File: src/rtl/hazard_ctrl_pkg.sv
// Shared encodings and widths for the pipeline hazard controller.
package hazard_ctrl_pkg;

    localparam int unsigned REG_AW = 5;
    localparam int unsigned FWD_W  = 2;
    localparam int unsigned CNT_W  = 16;

    typedef enum logic [1:0] {
        ST_RUN   = 2'b00,
        ST_LDUSE = 2'b01,
        ST_MWAIT = 2'b10,
        ST_FLUSH = 2'b11
    } state_e;

    localparam logic [FWD_W-1:0] FWD_RF    = 2'b00;
    localparam logic [FWD_W-1:0] FWD_EXMEM = 2'b01;
    localparam logic [FWD_W-1:0] FWD_WB    = 2'b10;

endpackage

File: src/rtl/hazard_ctrl_fwd_sel.sv
// Single-operand forwarding select; EX/MEM result wins over WB data.
module fwd_sel
    import hazard_ctrl_pkg::*;
(
    input  logic [REG_AW-1:0] i_src_raddr,
    input  logic              i_mem_vld,
    input  logic              i_mem_rd_wen,
    input  logic              i_mem_mem_read,
    input  logic [REG_AW-1:0] i_mem_rd_waddr,
    input  logic              i_wb_vld,
    input  logic              i_wb_rd_wen,
    input  logic [REG_AW-1:0] i_wb_rd_waddr,
    output logic [FWD_W-1:0]  o_fwd_c
);

    logic mem_hit_c;
    logic wb_hit_c;

    // A load in EX/MEM has no data yet, so it never forwards from there; x0 never forwards.
    always_comb begin
        mem_hit_c = i_mem_vld && i_mem_rd_wen && !i_mem_mem_read &&
                    (i_mem_rd_waddr != '0) && (i_mem_rd_waddr == i_src_raddr);
        wb_hit_c  = i_wb_vld && i_wb_rd_wen &&
                    (i_wb_rd_waddr != '0) && (i_wb_rd_waddr == i_src_raddr);
        o_fwd_c   = FWD_RF;
        if (mem_hit_c) begin
            o_fwd_c = FWD_EXMEM;
        end else if (wb_hit_c) begin
            o_fwd_c = FWD_WB;
        end
    end

endmodule

File: src/rtl/hazard_ctrl.sv
// Pipeline hazard controller: forwarding, load-use stall, branch flush, memory wait.
module hazard_ctrl
    import hazard_ctrl_pkg::*;
(
    input  logic              i_clk,
    input  logic              i_rst,
    input  logic [REG_AW-1:0] i_id_rs1_raddr,
    input  logic [REG_AW-1:0] i_id_rs2_raddr,
    input  logic              i_id_rs1_used,
    input  logic              i_id_rs2_used,
    input  logic [REG_AW-1:0] i_ex_rd_waddr,
    input  logic              i_ex_rd_wen,
    input  logic              i_ex_mem_read,
    input  logic              i_ex_vld,
    input  logic [REG_AW-1:0] i_mem_rd_waddr,
    input  logic              i_mem_rd_wen,
    input  logic              i_mem_mem_read,
    input  logic              i_mem_vld,
    input  logic [REG_AW-1:0] i_wb_rd_waddr,
    input  logic              i_wb_rd_wen,
    input  logic              i_wb_vld,
    input  logic              i_branch_taken,
    input  logic              i_dmem_req,
    input  logic              i_dmem_ack,
    output logic              o_stall_if,
    output logic              o_stall_id,
    output logic              o_stall_ex,
    output logic              o_stall_mem,
    output logic              o_flush_id,
    output logic              o_flush_ex,
    output logic [FWD_W-1:0]  o_fwd_a,
    output logic [FWD_W-1:0]  o_fwd_b,
    output logic [1:0]        o_state,
    output logic [CNT_W-1:0]  o_stall_cnt
);

    state_e             state_q;
    state_e             state_d;
    logic [CNT_W-1:0]   stall_cnt_q;
    logic [FWD_W-1:0]   fwd_a_c;
    logic [FWD_W-1:0]   fwd_b_c;
    logic               ld_use_c;
    logic               mwait_c;

    fwd_sel u_fwd_a (
        .i_src_raddr    (i_id_rs1_raddr),
        .i_mem_vld      (i_mem_vld),
        .i_mem_rd_wen   (i_mem_rd_wen),
        .i_mem_mem_read (i_mem_mem_read),
        .i_mem_rd_waddr (i_mem_rd_waddr),
        .i_wb_vld       (i_wb_vld),
        .i_wb_rd_wen    (i_wb_rd_wen),
        .i_wb_rd_waddr  (i_wb_rd_waddr),
        .o_fwd_c        (fwd_a_c)
    );

    fwd_sel u_fwd_b (
        .i_src_raddr    (i_id_rs2_raddr),
        .i_mem_vld      (i_mem_vld),
        .i_mem_rd_wen   (i_mem_rd_wen),
        .i_mem_mem_read (i_mem_mem_read),
        .i_mem_rd_waddr (i_mem_rd_waddr),
        .i_wb_vld       (i_wb_vld),
        .i_wb_rd_wen    (i_wb_rd_wen),
        .i_wb_rd_waddr  (i_wb_rd_waddr),
        .o_fwd_c        (fwd_b_c)
    );

    // Hazard events: load in EX feeding a used ID source (x0 excluded), and an outstanding data access.
    always_comb begin
        ld_use_c = i_ex_vld && i_ex_mem_read && (i_ex_rd_waddr != '0) &&
                   ((i_id_rs1_used && (i_id_rs1_raddr == i_ex_rd_waddr)) ||
                    (i_id_rs2_used && (i_id_rs2_raddr == i_ex_rd_waddr)));
        mwait_c  = i_dmem_req && !i_dmem_ack;
    end

    // State register; reset discards whatever operation was in progress.
    always_ff @(posedge i_clk) begin
        if (i_rst) begin
            state_q <= ST_RUN;
        end else begin
            state_q <= state_d;
        end
    end

    // Next state and controls; every state re-arbitrates events with priority mwait > branch > load-use.
    always_comb begin
        state_d     = ST_RUN;
        o_stall_if  = 1'b0;
        o_stall_id  = 1'b0;
        o_stall_ex  = 1'b0;
        o_stall_mem = 1'b0;
        o_flush_id  = 1'b0;
        o_flush_ex  = 1'b0;
        o_fwd_a     = FWD_RF;
        o_fwd_b     = FWD_RF;
        if (!i_rst) begin
            o_fwd_a = fwd_a_c;
            o_fwd_b = fwd_b_c;
            if (mwait_c) begin
                o_stall_if  = 1'b1;
                o_stall_id  = 1'b1;
                o_stall_ex  = 1'b1;
                o_stall_mem = 1'b1;
                state_d     = ST_MWAIT;
            end else if (i_branch_taken) begin
                o_flush_id  = 1'b1;
                o_flush_ex  = 1'b1;
                state_d     = ST_FLUSH;
            end else if (ld_use_c) begin
                o_stall_if  = 1'b1;
                o_stall_id  = 1'b1;
                o_flush_ex  = 1'b1;
                state_d     = ST_LDUSE;
            end
        end
    end

    // Saturating count of front-end stall cycles.
    always_ff @(posedge i_clk) begin
        if (i_rst) begin
            stall_cnt_q <= '0;
        end else if (o_stall_if && (stall_cnt_q != '1)) begin
            stall_cnt_q <= stall_cnt_q + CNT_W'(1);
        end
    end

    assign o_state     = state_q;
    assign o_stall_cnt = stall_cnt_q;

endmodule

File: config.mk
export PLATFORM = sky130hd
export DESIGN_NAME = hazard_ctrl
export DESIGN_NICKNAME = d
export VERILOG_FILES = /design/src/rtl/hazard_ctrl_pkg.sv /design/src/rtl/hazard_ctrl_fwd_sel.sv /design/src/rtl/hazard_ctrl.sv
export SDC_FILE = /design/constraint.sdc
export NUM_CORES = 1
export LEC_CHECK = 0
export CORE_ASPECT_RATIO = 0.5
export CORE_MARGIN = 1
export CORE_UTILIZATION = 30
export CTS_CLUSTER_SIZE = 14
export DETAILED_ROUTE_END_ITERATION = 7
export GPL_TIMING_DRIVEN = 0
export MAX_ROUTING_LAYER = met4
export REMOVE_ABC_BUFFERS = 1
export SLEW_MARGIN = 25
export SYNTH_ARGS = -nofsm -noshare
export SYNTH_HDL_FRONTEND = slang
export SYNTH_SLANG_ARGS = --single-unit
File: constraint.sdc
create_clock -name i_clk -period 2.5 [get_ports i_clk]
set_input_delay 0.5 -clock i_clk [delete_from_list [all_inputs] [get_ports i_clk]]
set_output_delay 0.5 -clock i_clk [all_outputs]
set_load 0.05 [all_outputs]
### After elaboration in Yosys (flattened, before gate mapping)

Index checks and enable logic that the tools add are counted.

| word-level totals | value |
|---|---|
| flip-flop bits (word level) | 18 |
| input bits | 40 |
| output and inout bits | 28 |
| logic and storage cells | 55 |

| cells by class | value |
|---|---|
| $add $sub $neg | 1 |
| eq/ne operators | 7 |
| muxes and demuxes | 21 |
| reductions and logical operators | 23 |

Operators with widths:

| kind | number |
|---|---|
| $eq A5 B5 Y1 | 6 |
| $add A16 B1 Y16 const B | 1 |
| $logic_and A1 B1 Y1 | 16 |
| $mux W2 | 8 |
| $ne A16 B16 Y1 const B | 1 |
| $reduce_bool A5 Y1 | 3 |
| $mux W1 | 13 |
| $logic_not A1 Y1 | 2 |
| $reduce_or A2 Y1 | 1 |
| $logic_or A1 B1 Y1 | 1 |

### Depth between registers and ports, before layout

Gate-level depths: netlist of the first run.

| logic depth | value |
|---|---|
| depth in word-level cells | 9 |
| gate-level depth with buffers | 8 |
| depth with buffers taken out | 7 |

### Hierarchy

Synthesis of the first run repeated with hierarchy kept, for this count alone.

| second synthesis, totals | value |
|---|---|
| cell total of the unflattened synthesis | 181 |
| area, all modules | 1486.4 µm² |

By module, submodules not included:

| module | times used | cells each | area an instance (µm²) | sequential area each (µm²) |
|---|---|---|---|---|
| hazard_ctrl | 1 | 139 | 1151.1 | 360.3 |
| fwd_sel | 2 | 21 | 167.7 | 0.0 |

### Worst setup path after synthesis of the first run

OpenSTA, ideal clock, no wires.

| path | value |
|---|---|
| path type | in2out |
| from | input port i_mem_rd_waddr[0] |
| to | output port o_fwd_a[1] |
| arrival time | 2.850 ns |
| required time | 2.000 ns |
| path slack | -0.850 ns |
| cell stages on the path | 5 |
| path buffers | 0 |
| cell sequence | or4_1 nor2_1 nor3_1 nand4_1 nor4b_1 |

| on the way | value |
|---|---|
| word-level cells in the longest chain between the ends | 5 |
| elaborated cells on any way between the ends | 6 |
| classes of those cells | 1 x eq/ne; 2 x mux; 3 x reduce/logical |

RTL lines:

| what | line | source |
|---|---|---|
| start: declaration | hazard_ctrl.sv:15 | `input logic [REG_AW-1:0] i_mem_rd_waddr,` |
| $reduce_bool A5 Y1 | hazard_ctrl_fwd_sel.sv:22 | `(i_mem_rd_waddr != '0) && (i_mem_rd_waddr == i_src_raddr);` |
| $logic_and A1 B1 Y1 | hazard_ctrl_fwd_sel.sv:21 | `mem_hit_c = i_mem_vld && i_mem_rd_wen && !i_mem_mem_read &&` |
| $logic_and A1 B1 Y1 * | hazard_ctrl_fwd_sel.sv:22 |  |
| $mux W2 * | hazard_ctrl_fwd_sel.sv:26 | `if (mem_hit_c) begin` |
| $mux W2 * | hazard_ctrl.sv:97 | `if (!i_rst) begin` |
| end: declaration | hazard_ctrl.sv:31 | `output logic [FWD_W-1:0] o_fwd_a,` |

Mark *: on every way between the ends. The rest lies on a longest branch, timed or not.

### Final worst setup path of the first run

| path | value |
|---|---|
| from | input port i_ex_rd_waddr[1] |
| to | output port o_flush_ex |

| on the way | value |
|---|---|
| word-level cells in the longest chain between the ends | 8 |
| elaborated cells on any way between the ends | 12 |
| classes of those cells | 2 x eq/ne; 4 x mux; 6 x reduce/logical |

RTL lines:

| what | line | source |
|---|---|---|
| start: declaration | hazard_ctrl.sv:11 | `input logic [REG_AW-1:0] i_ex_rd_waddr,` |
| $eq A5 B5 Y1, on equally long branches | hazard_ctrl.sv:72, hazard_ctrl.sv:73 |  |
| $logic_and A1 B1 Y1, on equally long branches | hazard_ctrl.sv:72, hazard_ctrl.sv:73 |  |
| $logic_or A1 B1 Y1 | hazard_ctrl.sv:72 | `((i_id_rs1_used && (i_id_rs1_raddr == i_ex_rd_waddr)) \|\|` |
| $logic_and A1 B1 Y1 * | hazard_ctrl.sv:71 | `ld_use_c = i_ex_vld && i_ex_mem_read && (i_ex_rd_waddr != '0) &&` |
| $mux W1 * | hazard_ctrl.sv:110 | `end else if (ld_use_c) begin` |
| $mux W1 * | hazard_ctrl.sv:106 | `end else if (i_branch_taken) begin` |
| $mux W1 * | hazard_ctrl.sv:100 | `if (mwait_c) begin` |
| $mux W1 * | hazard_ctrl.sv:97 |  |
| end: declaration | hazard_ctrl.sv:30 | `output logic o_flush_ex,` |

Marks and branches as above.

==> results.py, run 1 <==
metrics = {
    "outcome": {
        "status": "complete, no violations",
    },
    "clock_network": {
        "hold_buffers": 0,
        "cts-root-buf": "clkbuf_8",
        "cts_buffers": 3,
        "htree_levels": 1,
        "cts.sinks": 18,
        "clock_latency_ps": 250,
        "cts_tree": "yes",
        "cts_max_path_buffers": 2,
        "path_clk_slew_ps": 60,
    },
    "layout": {
        "syn2layout_area_growth_pct": 60.7,
        "diodes": 0,
        "fill_cells": 427,
        "drive_gt1_share_pct": 18.7,
        "nNetsFinal": 278,
        "multiInputGateArea_sq_um": 1040,
        "seq_area_sq_um": 360,
    },
    "sta": {
        "timing.slew.headroom_pct": 57.1,
        "rsz0062_at_grt": "yes",
        "min_period_over_period_pct": 97.0,
        "setup_violations": 0,
        "min_period_ps": 2430,
        "fin_ws_ps": 74.1,
        "hold_violations": 0,
        "timing.hold.ws_ps": 491,
        "tns_ps": 0,
        "fin_skew_ps": 2.24,
        "slew_viol_final": 0,
        "tightest_slew_ps": 641,
        "fmaxAchievable_mhz": 412,
    },
    "synthesis": {
        "yosysTopAreaCell": "dfxtp_1",
        "synth_top_area_share_pct": 26.1,
        "synthFlopType": "dfxtp_1",
        "yosys_warnings": 0,
        "synthDistinctLibCells": 38,
        "syn_inst": 164,
        "synthTopCellsByCount": "xnor2_1 (20), dfxtp_1 (18)",
        "synth-edff-count": 0,
        "synth-seq-cells": 18,
        "ys_seq_area_share_pct": 26.1,
        "synth.avg_cell_area_sq_um": 8.42,
        "async_flop_share_pct": 0,
        "ys_top_cells_by_area": "dfxtp_1 (26%), xnor2_1 (13%), xor2_1 (6.3%), nand4_1 (4.5%), or4_1 (4.4%)",
        "synth_most_common_cell": "xnor2_1",
        "netlist_area_sq_um": 1380,
    },
    "routing": {
        "drt_iter0_drc": 70,
        "post-route-drc-count": 0,
        "vias": 1540,
        "ant_nets": 0,
        "dr.pass1.iters": 4,
        "viasPerCell": 5.27,
        "wirelength_um": 4250,
        "wl_per_cell_um": 14.5,
    },
    "grt": {
        "grt_max_degree": 22,
        "grt_usage_pct": 18.1,
        "antenna_found_initial": 0,
        "overflow": 0,
        "grt_pass1_wl_um": 7030,
        "grt_pass1_vias": 1510,
    },
    "die": {
        "ios": 68,
        "die-height_um": 50.0,
        "die_w_um": 97.9,
        "rows": 17,
        "start_util_pct": 31.3,
        "core-area_sq_um": 4400,
        "die-area_sq_um": 4890,
    },
    "worst_hold_path": {
        "min-delay-path-class": "reg2reg",
    },
    "critical_path": {
        "crit_path_max_fanout": 3,
        "slowest_stage": "or3_1",
        "cp.arrival_ps": 1930,
        "worstPathRequired_ps": 2000,
        "path_class": "in2out",
        "cp_slowest_stage_delay_ps": 370,
        "crit_chain": "dlygate4sd2_1 -> or3_1 -> o311a_4 -> a21oi_4 -> nor3_1 -> buf_4",
        "crit_path_start_kind": "primary input",
        "end_kind": "output pin",
    },
    "power": {
        "powerDensity_nw_per_um2": 313,
        "leakage_nw": 0.812,
        "ir_worst_vdd_mv": 0.207,
        "power_mw": 0.694,
    },
    "placed_design": {
        "dp_slack_ps": -1580,
        "place_congestion": 0.852,
        "dp_hpwl_um": 3070,
        "io_buffers": 66,
    },
    "job": {
        "drv_cap": 0,
    },
}
## stage by stage
| stage | cell area, sq um | std cells | util (%) |
|---|---|---|---|
| 2_1_floorplan | 1310 | 156 | - |
| 5_1_grt | 2220 | 292 | 50.4 |
| 3_3_place_gp | 2050 | 279 | 46.5 |
| 6_report | 2220 | 292 | 50.4 |
| 4_1_cts | 2190 | 288 | 49.6 |
| 3_5_place_dp | 2060 | 280 | 46.7 |
## path summary, 6_finish.rpt
| kind | startpoint | end | slack (ps) | cells past startpoint |
|---|---|---|---|---|
| worst min-delay path | o_stall_cnt[8] | o_stall_cnt[8] | 490 | 2 |
| worst max register to register | o_stall_cnt[0] | o_stall_cnt[5] | 260 | 7 |
| worst min register to register | o_stall_cnt[8] | o_stall_cnt[8] | 490 | 2 |
| worst max-delay path | i_ex_rd_waddr[1] | o_flush_ex | 70 | 6 |
## critical path, delay by kind of cell
kind            cells  cell delay, ps
compound gates      2             520
buf+inv             2             480
simple gates        2             430
## power breakdown
| group | switching [mW] | internal, mW | total [mW] | leakage [nW] |
|---|---|---|---|---|
| Clock | 0.0901 | 0.107 | 0.197 | 0.0216 |
| Sequential | 0.00296 | 0.290 | 0.293 | 0.146 |
| Combinational | 0.111 | 0.0937 | 0.204 | 0.645 |
## sequential cells by signal, indices dropped and copies added (netlist names)
register and flops:
o_state 2, o_stall_cnt 16
## kinds of logic after synthesis
kind of cell	share of synthesized area, %
and+or+nand+nor	28.8
AOI/OAI and AO/OA	17.6
xor gates and xnor gates	19.0
DFF	26.1
buffers and inverters	5.89
muxes	1.63
adders and majority gates	0.906
## repair_timing
item / 4_1_cts / 5_1_grt
cloned: 1 / 0
setup endpoints to repair: 25 / 12
gates resized for setup: 88 / 19
pin swaps: 4 / 7
setup buffers: 4 / 4
endpoints found under the hold margin: 0 / 0
## metal layers
metal,global-route usage (%),vias up,share of wire [%]
met2,31.5,39,48
li1,-,765,-
met5,-,-,0
met4,2.53,0,0.40
met1,23.3,734,48
met3,2.13,2,3.5
## area by class of cell
class / instances / share of cell area (%)
clock buffer: 3 / 1.86
inverter: 4 / 0.677
multi-input combinational: 135 / 47.0
sequential: 18 / 16.3
tap: 57 / 3.22
timing repair buffer: 75 / 31.0
## placed cells by master (no fill, tap or decap), drive strengths merged, types with 2 or more instances in the layout
cell           netlist  layout
a21oi               10      10
dfxtp               18      18
mux2                 2       2
nor3                 6       6
o31ai                3       3
o41ai                4       4
nand4               10      10
nor2                10      10
clkdlybuf4s15        0       3
clkbuf               0       7
dlymetal6s2s         0       2
and2                 2       2
buf                  8      16
nand3                6       6
xnor2               20      20
or3                  4       4
nor4b                3       3
o21ai                4       4
dlygate4sd2          0      19
nand2               10      10
inv                  4       4
xor2                10      10
a31oi                2       3
nor2b                3       3
or4                  8       8
o311ai               5       5
nor4                 2       2
clkdlybuf4s50        0      31
(Power assumes the default switching activity.)
==> run 2, diff against run 1 <==
GPL_ROUTABILITY_DRIVEN = 0   (was not set)
TNS_END_PERCENT = 10   (was not set)
clock period = 2.2 ns   (was 2.5 ns; I/O delays follow)
==> run 2 against run 1 <==
The flow now finishes with violations (negative setup slack). Non-clock buffer count unchanged. Setup slack got worse by 75 ps. Flip-flop and latch count unchanged. Critical path depth increased by 1. Combinational power increased by 18%. Clock-buffer cell count unchanged. Final cell count unchanged. Sequential power increased by 14%. Power increased by 15%. Worst hold slack about the same. Clock skew decreased by 1.3 ps. Clock power increased by 14%.
==> results.py, run 2 (synthesis results as in run 1) <==
metrics = {
    "outcome": {
        "status": "finished, violations left",
        "violations": "negative setup slack",
    },
    "power": {
        "p_int_mw": 0.561,
        "share_comb_of_total_power_pct": 30.1,
        "leakage_nw": 0.806,
        "p_sw_share_pct": 29.6,
        "ir_worst_vdd_mv": 0.236,
        "p_sw_mw": 0.235,
        "share_seq_of_total_power_pct": 41.8,
        "powerDensity_nw_per_um2": 358,
        "clkPwrFrac_pct": 28.1,
        "power_mw": 0.796,
    },
    "sta": {
        "min_period_over_period_pct": 100,
        "timing.slew.headroom_pct": 65.9,
        "tns_ps": -0.968,
        "tightest_slew_ps": 510,
        "rsz0062_at_grt": "yes",
        "setup_violations": 1,
        "slew_viol_final": 0,
        "min_period_ps": 2200,
        "fin_ws_ps": -0.968,
        "timing.hold.ws_ps": 491,
        "fin_skew_ps": 0.935,
        "hold_violations": 0,
        "fmaxAchievable_mhz": 454,
    },
    "grt": {
        "grt_pass1_vias": 1511,
        "overflow": 0,
        "grt_max_degree": 22,
        "grt_usage_pct": 18.1,
        "grt_pass1_wl_um": 7040,
        "antenna_found_initial": 0,
    },
    "critical_path": {
        "crit_path_start_kind": "primary input",
        "end_kind": "output pin",
        "crit_family": "simple AND/OR/NAND/NOR gates",
        "r2r_slack_ps": 90,
        "path_class": "in2out",
        "cp_slowest_stage_delay_ps": 530,
        "crit_chain": "buf_8 -> or4_4 -> nor2_4 -> nor3_2 -> nand4_1 -> nor4b_4 -> buf_6",
        "slowest_stage": "or4_4",
        "critical_path.startpoint": "i_mem_rd_waddr[4]",
        "worstPathRequired_ps": 1760,
        "worstRegToRegCells": 7,
        "crit-reg2reg-launch": "o_stall_cnt[1]",
        "crit_path_max_fanout": 2,
        "crit_end": "o_fwd_b[1]",
        "path_depth": 7,
        "cp.arrival_ps": 1760,
        "rr_endpoint": "o_stall_cnt[5]",
        "critPathBufInv": 2,
    },
    "clock_network": {
        "cts_max_path_buffers": 2,
        "cts-root-buf": "clkbuf_8",
        "cts_buffers": 3,
        "htree_levels": 1,
        "path_clk_slew_ps": 60,
        "hold_buffers": 0,
        "clock_latency_ps": 250,
        "cts.sinks": 18,
        "cts_tree": "yes",
    },
    "routing": {
        "dr.pass1.iters": 4,
        "wirelength_um": 4310,
        "vias": 1537,
        "wl_per_cell_um": 14.8,
        "post-route-drc-count": 0,
        "drt_iter0_drc": 81,
        "viasPerCell": 5.26,
        "ant_nets": 0,
    },
    "job": {
        "drv_cap": 0,
    },
    "placed_design": {
        "dp_hpwl_um": 3070,
        "placed_cell_area_sq_um": 2060,
        "io_buffers": 66,
        "place_inst": 280,
        "dp_slack_ps": -1760,
    },
    "die": {
        "core-area_sq_um": 4400,
        "start_util_pct": 31.3,
        "die-area_sq_um": 4890,
        "die_w_um": 97.9,
        "die-height_um": 50.0,
        "ios": 68,
        "rows": 17,
    },
    "layout": {
        "diodes": 0,
        "final_cell_mix": "clkdlybuf4s50_1 (30), xnor2_1 (20), clkbuf_2 (16), dfxtp_1 (16)",
        "nNetsFinal": 278,
        "final_util_pct": 50.4,
        "final_cell_area_sq_um": 2220,
        "syn2layout_area_growth_pct": 60.9,
        "drive_gt1_share_pct": 30.2,
        "fill_cells": 427,
        "final_common_cell": "clkdlybuf4s50_1",
        "largest_reg_flops": 16,
        "fin_cells": 292,
    },
    "worst_hold_path": {
        "min-delay-path-class": "reg2reg",
    },
}
## run 2: cell types whose count changed in the layout (fill, tap and decap cells not counted), moves of 2 or more
cell | previous run | this run
dlygate4sd2_1 | 19 | 2
dfxtp_2 | 0 | 2
dfxtp_1 | 18 | 16
clkdlybuf4s15_2 | 2 | 0
buf_6 | 3 | 8
clkbuf_2 | 3 | 16
buf_2 | 3 | 5
## run 2: power groups by stage
stage / registers [mW] / logic (mW) / clock network [mW]
finish: 0.333 / 0.240 / 0.224
global route: 0.333 / 0.256 / 0.253
CTS: 0.333 / 0.234 / 0.229
detailed placement: 0.340 / 0.227 / 0
global placement: 0.340 / 0.223 / 0
floorplan: 0.351 / 0.0909 / 0
## run 2: timing repair
item                       4_1_cts  5_1_grt
pin swaps                        4       22
resized for setup              111       67
gates cloned                     1        0
setup buffers                    4        4
setup endpoints to repair       26       22
## run 2: worst min-delay path: cells and delay by family, from the launching register on
kind | cells | cell delay [ps]
AOI/OAI and AO/OA | 2 | 110
DFF | 1 | 330
## run 2: layout make-up
type | instances | area, sq um | area share, %
flip-flops and latches | 18 | 363 | 16.3
well taps | 57 | 71.3 | 3.21
multi-input cells | 135 | 1080 | 48.8
inverters | 4 | 15.0 | 0.676
repair buffers | 75 | 646 | 29.1
clock buffers | 3 | 41.3 | 1.86
## run 2: layer usage
layer	vias to the layer above	part of all wire (%)	GRT usage, %
met5	-	0	-
met4	0	0.44	2.53
met3	2	3.8	2.13
met2	40	48	31.3
met1	727	47	23.4
li1	768	-	-
## run 2: worst min path at each step
| stage | cells past startpoint | slack (ps) | to | start |
|---|---|---|---|---|
| 2_1_floorplan | 1 | 510 | o_stall_cnt[0] | i_rst |
| 3_3_place_gp | 2 | 480 | o_stall_cnt[8] | o_stall_cnt[8] |
| 3_5_place_dp | 2 | 490 | o_stall_cnt[8] | o_stall_cnt[8] |
| 4_1_cts | 2 | 490 | o_stall_cnt[8] | o_stall_cnt[8] |
| 5_1_grt | 2 | 520 | o_stall_cnt[10] | o_stall_cnt[10] |
| 6_report | 2 | 490 | o_stall_cnt[8] | o_stall_cnt[8] |
